<file path="src/rtl/phf_clear_engine.sv">
`default_nettype none
// ============================================================================
// Module   : phf_clear_engine
// Brief    : PHF hit-buffer clear responder. Zero-fills the buffer one word
//            per cycle on request, otherwise passes datapath hit writes through.
// Revision : 1.0 - initial release
// ============================================================================
module phf_clear_engine #(
    parameter int ADDR_W = 10,
    parameter int DATA_W = 32
) (
    input  logic              clk,
    input  logic              rst,
    input  logic              clear_req,
    output logic              busy,
    output logic              sts,
    input  logic              hit_wr,
    input  logic [ADDR_W-1:0] hit_addr,
    input  logic [DATA_W-1:0] hit_data,
    output logic              mem_wr_en,
    output logic [ADDR_W-1:0] mem_addr,
    output logic [DATA_W-1:0] mem_data,
    output logic [15:0]       drop_cnt
);

    localparam logic [1:0] S_IDLE  = 2'd0;
    localparam logic [1:0] S_CLEAR = 2'd1;
    localparam logic [1:0] S_DONE  = 2'd2;

    localparam logic [ADDR_W-1:0] c_LAST_ADDR = {ADDR_W{1'b1}};

    logic [1:0]        r_state;
    logic [ADDR_W-1:0] r_cnt;
    logic              r_busy;
    logic              r_sts;
    logic              r_mem_wr_en;
    logic [ADDR_W-1:0] r_mem_addr;
    logic [DATA_W-1:0] r_mem_data;
    logic [15:0]       r_drop_cnt;

    logic w_in_clear;
    logic w_last;
    logic w_hit_drop;
    logic w_hit_acc;
    logic w_drop_sat;

    assign w_in_clear = (r_state == S_CLEAR);
    assign w_last     = w_in_clear && (r_cnt == c_LAST_ADDR);
    assign w_hit_drop = hit_wr && w_in_clear;
    assign w_hit_acc  = hit_wr && !w_in_clear;
    assign w_drop_sat = &r_drop_cnt;

    always_ff @(posedge clk) begin
        if (rst) begin
            r_state     <= S_IDLE;
            r_cnt       <= '0;
            r_busy      <= 1'b0;
            r_sts       <= 1'b0;
            r_mem_wr_en <= 1'b0;
            r_mem_addr  <= '0;
            r_mem_data  <= '0;
            r_drop_cnt  <= '0;
        end else begin
            // busy tracks the write port, so it lines up with the zero writes
            r_busy <= w_in_clear;

            case (r_state)
                S_IDLE: begin
                    r_cnt <= '0;
                    if (clear_req) begin
                        r_state <= S_CLEAR;
                    end
                end
                S_CLEAR: begin
                    r_cnt <= r_cnt + ADDR_W'(1);
                    if (w_last) begin
                        r_state <= clear_req ? S_DONE : S_IDLE;
                    end
                end
                S_DONE: begin
                    if (!clear_req) begin
                        r_state <= S_IDLE;
                    end
                end
                default: begin
                    r_state <= S_IDLE;
                end
            endcase

            if (w_in_clear) begin
                r_mem_wr_en <= 1'b1;
                r_mem_addr  <= r_cnt;
                r_mem_data  <= '0;
            end else begin
                r_mem_wr_en <= hit_wr;
                r_mem_addr  <= hit_addr;
                r_mem_data  <= hit_data;
            end

            if (w_hit_drop && !w_drop_sat) begin
                r_drop_cnt <= r_drop_cnt + 16'd1;
            end

            // Status rises together with busy falling; a fresh accepted hit wins
            if (w_hit_acc) begin
                r_sts <= 1'b0;
            end else if (r_busy && !w_in_clear) begin
                r_sts <= 1'b1;
            end
        end
    end

    assign busy      = r_busy;
    assign sts       = r_sts;
    assign mem_wr_en = r_mem_wr_en;
    assign mem_addr  = r_mem_addr;
    assign mem_data  = r_mem_data;
    assign drop_cnt  = r_drop_cnt;

endmodule
`default_nettype wire

</file>
<file path="config.mk">
export PLATFORM = sky130hd
export DESIGN_NAME = phf_clear_engine
export DESIGN_NICKNAME = d
export VERILOG_FILES = /design/src/rtl/phf_clear_engine.sv
export SDC_FILE = /design/constraint.sdc
export NUM_CORES = 1
export LEC_CHECK = 0
export CORE_UTILIZATION = 28
export DETAILED_ROUTE_END_ITERATION = 7
export GPL_TIMING_DRIVEN = 0
export PLACE_DENSITY = 0.62
export RECOVER_POWER = 100
export SETUP_SLACK_MARGIN = 0.5
export SYNTH_ARGS = -nofsm -noshare
export SYNTH_HDL_FRONTEND = slang
export SYNTH_SLANG_ARGS = --single-unit
export TNS_END_PERCENT = 1
</file>
<file path="constraint.sdc">
create_clock -name clk -period 2.2 [get_ports clk]
set_clock_uncertainty 0.1 [all_clocks]
set_input_delay 0.22 -clock clk [delete_from_list [all_inputs] [get_ports clk]]
set_output_delay 0.22 -clock clk [all_outputs]
set_load 0.05 [all_outputs]
</file>
==> impl_metrics.ini <==
[finish]
mostFrequentLayoutCells = dlygate4sd3_1, dfxtp_1, clkdlybuf4s50_1
fin_area_mm2 = 0.004168
final_common_cell = dlygate4sd3_1
diodes = 0
register_area_mm2 = 0.001493
fillers = 883
final_nets = 448
final_layout_size_suffix_gt1_share_pct = 9.630
multi_input_area_mm2 = 0.001151
final_util_pct = 45.32
syn_to_final_growth_pct = 57.79

[yosys]
yosysWarningCount = 0
syn-mean-instance-area_um2 = 9.501
syn-num-nets = 326
synthCells = 278
ys_seq_area_share_pct = 55.33
synthesis.area_mm2 = 0.002641
ys_seq_elements = 73
synth.distinct_cells = 41

[timing]
hold_viol = 0
worst_pin_slew_ps = 600.6
period_minus_slack_ps = 1994
drv_slew = 0
grt_setup_unrepaired = yes
timing.fmax_mhz = 501.4
fin_ws_ps = 205.5
slew-limit-headroom_pct = 60.13
min_period_over_period_pct = 90.66
hold_ws_ps = 332.5
finalSetupViolCount = 0
setup_tns_ps = 0

[placed_design]
place_congestion = 0.7613
dp_slack_ps = -166.5
numPortBuffers = 106
dp_hpwl_mm = 5.084
placed_area_mm2 = 0.003899

[die]
start_util_pct = 28.72
dieArea_mm2 = 0.009826
die_w_um = 99.13
fp.dieH_um = 99.13
ios = 107
rows = 35
core_mm2 = 0.009196

[clocking]
htreeDepth = 3
cts_root_buf = clkbuf_8
worstSkewPairLatency_ps = 340
holdBufCountCts = 0
cts_buffers = 9
clk_pin_slew_ps = 80
cts_tree = done
clock_path_buffers = 2
clock-sinks = 73

[routing]
first_pass_iters = 4
ant_nets = 0
via_per_inst = 4.744
wl_mm = 6.922
num_vias = 2448
drc = 0
routedWlPerCell_um = 13.41
drtIter0Drc = 84

[outcome]
status = finished, final reports clean

[min_path]
min_to = mem_addr[7]
min_path_cells = 3
hold_start = hit_addr[7]
hp-class = input pin to register

[critical_path]
critical_path.max_fanout = 7
timing.rr.start = drop_cnt[8]
r2r_cells = 6
worstSetupPathType = input pin to register
crit_path_start_kind = input pin
r2r_slack_ps = 320
worstPathRequired_ps = 2320
reg2reg_to = drop_cnt[4]
cp-end-kind = register
arrival_ps = 2120

[grt]
grt.total_usage_pct = 13.76
grt_pass1_wl_mm = 10.77
gr-total-overflow = 0
grt_max_degree = 14
grt_pass1_vias = 2274
antenna_found_initial = 0

[pwr]
powerDensity_mw_per_mm2 = 702.0
power_leakage_nw = 1.748
ir_drop_mv = 0.3077

[flow_run]
max-cap-violations = 0
## routing by layer
metal | vias up | wire, um | global-route usage, % | part of all wire, %
met3 | 7 | 373 | 2.881 | 5.4
met4 | 0 | 89 | 6.222 | 1.3
met5 | - | 0 | 0 | 0
met1 | 1132 | 3187 | 16.84 | 46
li1 | 1235 | - | - | -
met2 | 74 | 3271 | 23.35 | 47
## logic make-up (layout without fill, tap and decap cells)
logic type | after synthesis | count (layout) | share of synthesized area (%)
buffers and inverters | 19 | 146 | 2.795
and+or+nand+nor | 128 | 128 | 26.81
AOI/OAI and AO/OA | 45 | 45 | 10.09
muxes | 5 | 5 | 2.037
adders and majority gates | 2 | 2 | 0.9473
xor gates and xnor gates | 6 | 6 | 1.990
DFF | 73 | 73 | 55.33
## synth_stat cells
cell,count,area [um^2]
nand4_2,1,12.51
o211ai_1,1,7.510
a22oi_1,1,7.510
nor4_1,2,12.51
dfxtp_1,73,1461
mux2_1,3,33.78
nand3_1,6,30.03
and4_1,3,26.28
nand2b_1,1,6.260
mux2i_1,2,20.02
nor4_2,2,25.02
nand3b_1,2,15.01
nand4b_2,1,15.01
buf_1,1,3.750
clkbuf_1,13,48.80
inv_1,3,11.26
nor3_1,4,20.02
o41ai_1,2,17.52
o21ai_0,7,35.03
o31ai_1,3,22.52
o21ai_1,1,5.000
nor4b_1,1,8.760
or3_1,7,43.79
ha_1,2,25.02
nand4b_1,2,17.52
nand4_1,3,18.77
and3_1,32,200.2
nor2_1,20,75.07
a31oi_1,5,31.28
xor2_1,2,17.52
buf_2,2,10.01
o311ai_1,2,17.52
nor3b_1,1,7.510
a21o_1,1,7.510
xnor2_1,4,35.03
a211oi_1,2,15.01
or2_1,1,6.260
nor2b_1,4,25.02
a21oi_1,20,100.1
or4_1,3,22.52
nand2_1,32,120.1
## registers in the layout (all words and copies together) (netlist names)
name and flops:
mem_data 32, drop_cnt 16, mem_addr 10, r_cnt 10, r_state 2, busy 1, mem_wr_en 1, sts 1
## critical path, stage by stage
cell and delay, ps:
dlygate4sd3_1 690, nand3b_1 140, clkbuf_1 160, nor4_4 410, nand3_1 160, mux2_1 320
## power breakdown
| group | internal (W) | switching, W |
|---|---|---|
| combinational | 0.000161 | 0.000254 |
| clock | 0.000626 | 0.000504 |
| sequential | 0.00136 | 0.0000168 |
## repair_timing
item	in CTS	in global routing
pin swaps	0	1
resized for setup	2	5
cloned	0	0
setup endpoints to repair	88	108
buffers inserted	0	5
## layout make-up
type | instances | area share (%)
Sequential cell | 73 | 35.82
Tap cell | 111 | 3.332
Inverter | 3 | 0.2702
Timing Repair Buffer | 111 | 26.00
Clock buffer | 11 | 3.903
Buffer | 16 | 1.621
Clock inverter | 5 | 1.441
Multi-Input combinational cell | 186 | 27.62
## worst max-delay path by stage
stage	startpoint	slack (ps)	cells past startpoint	endpoint
after floorplan	drop_cnt[1]	320	6	drop_cnt[14]
after global placement	hit_wr	-150	5	drop_cnt[9]
after detailed placement	hit_wr	-170	5	drop_cnt[9]
after CTS	drop_cnt[14]	250	1	drop_cnt[14]
after global routing	hit_wr	140	6	drop_cnt[9]
final	hit_wr	210	6	drop_cnt[9]
## per-stage QoR
step	instances	power [W]
3_3_place_gp	495	0.001843
4_1_cts	511	0.002978
2_1_floorplan	278	0.001648
3_5_place_dp	495	0.001846
5_1_grt	516	0.003040
6_report	516	0.002926
(Power assumes the default switching activity.)
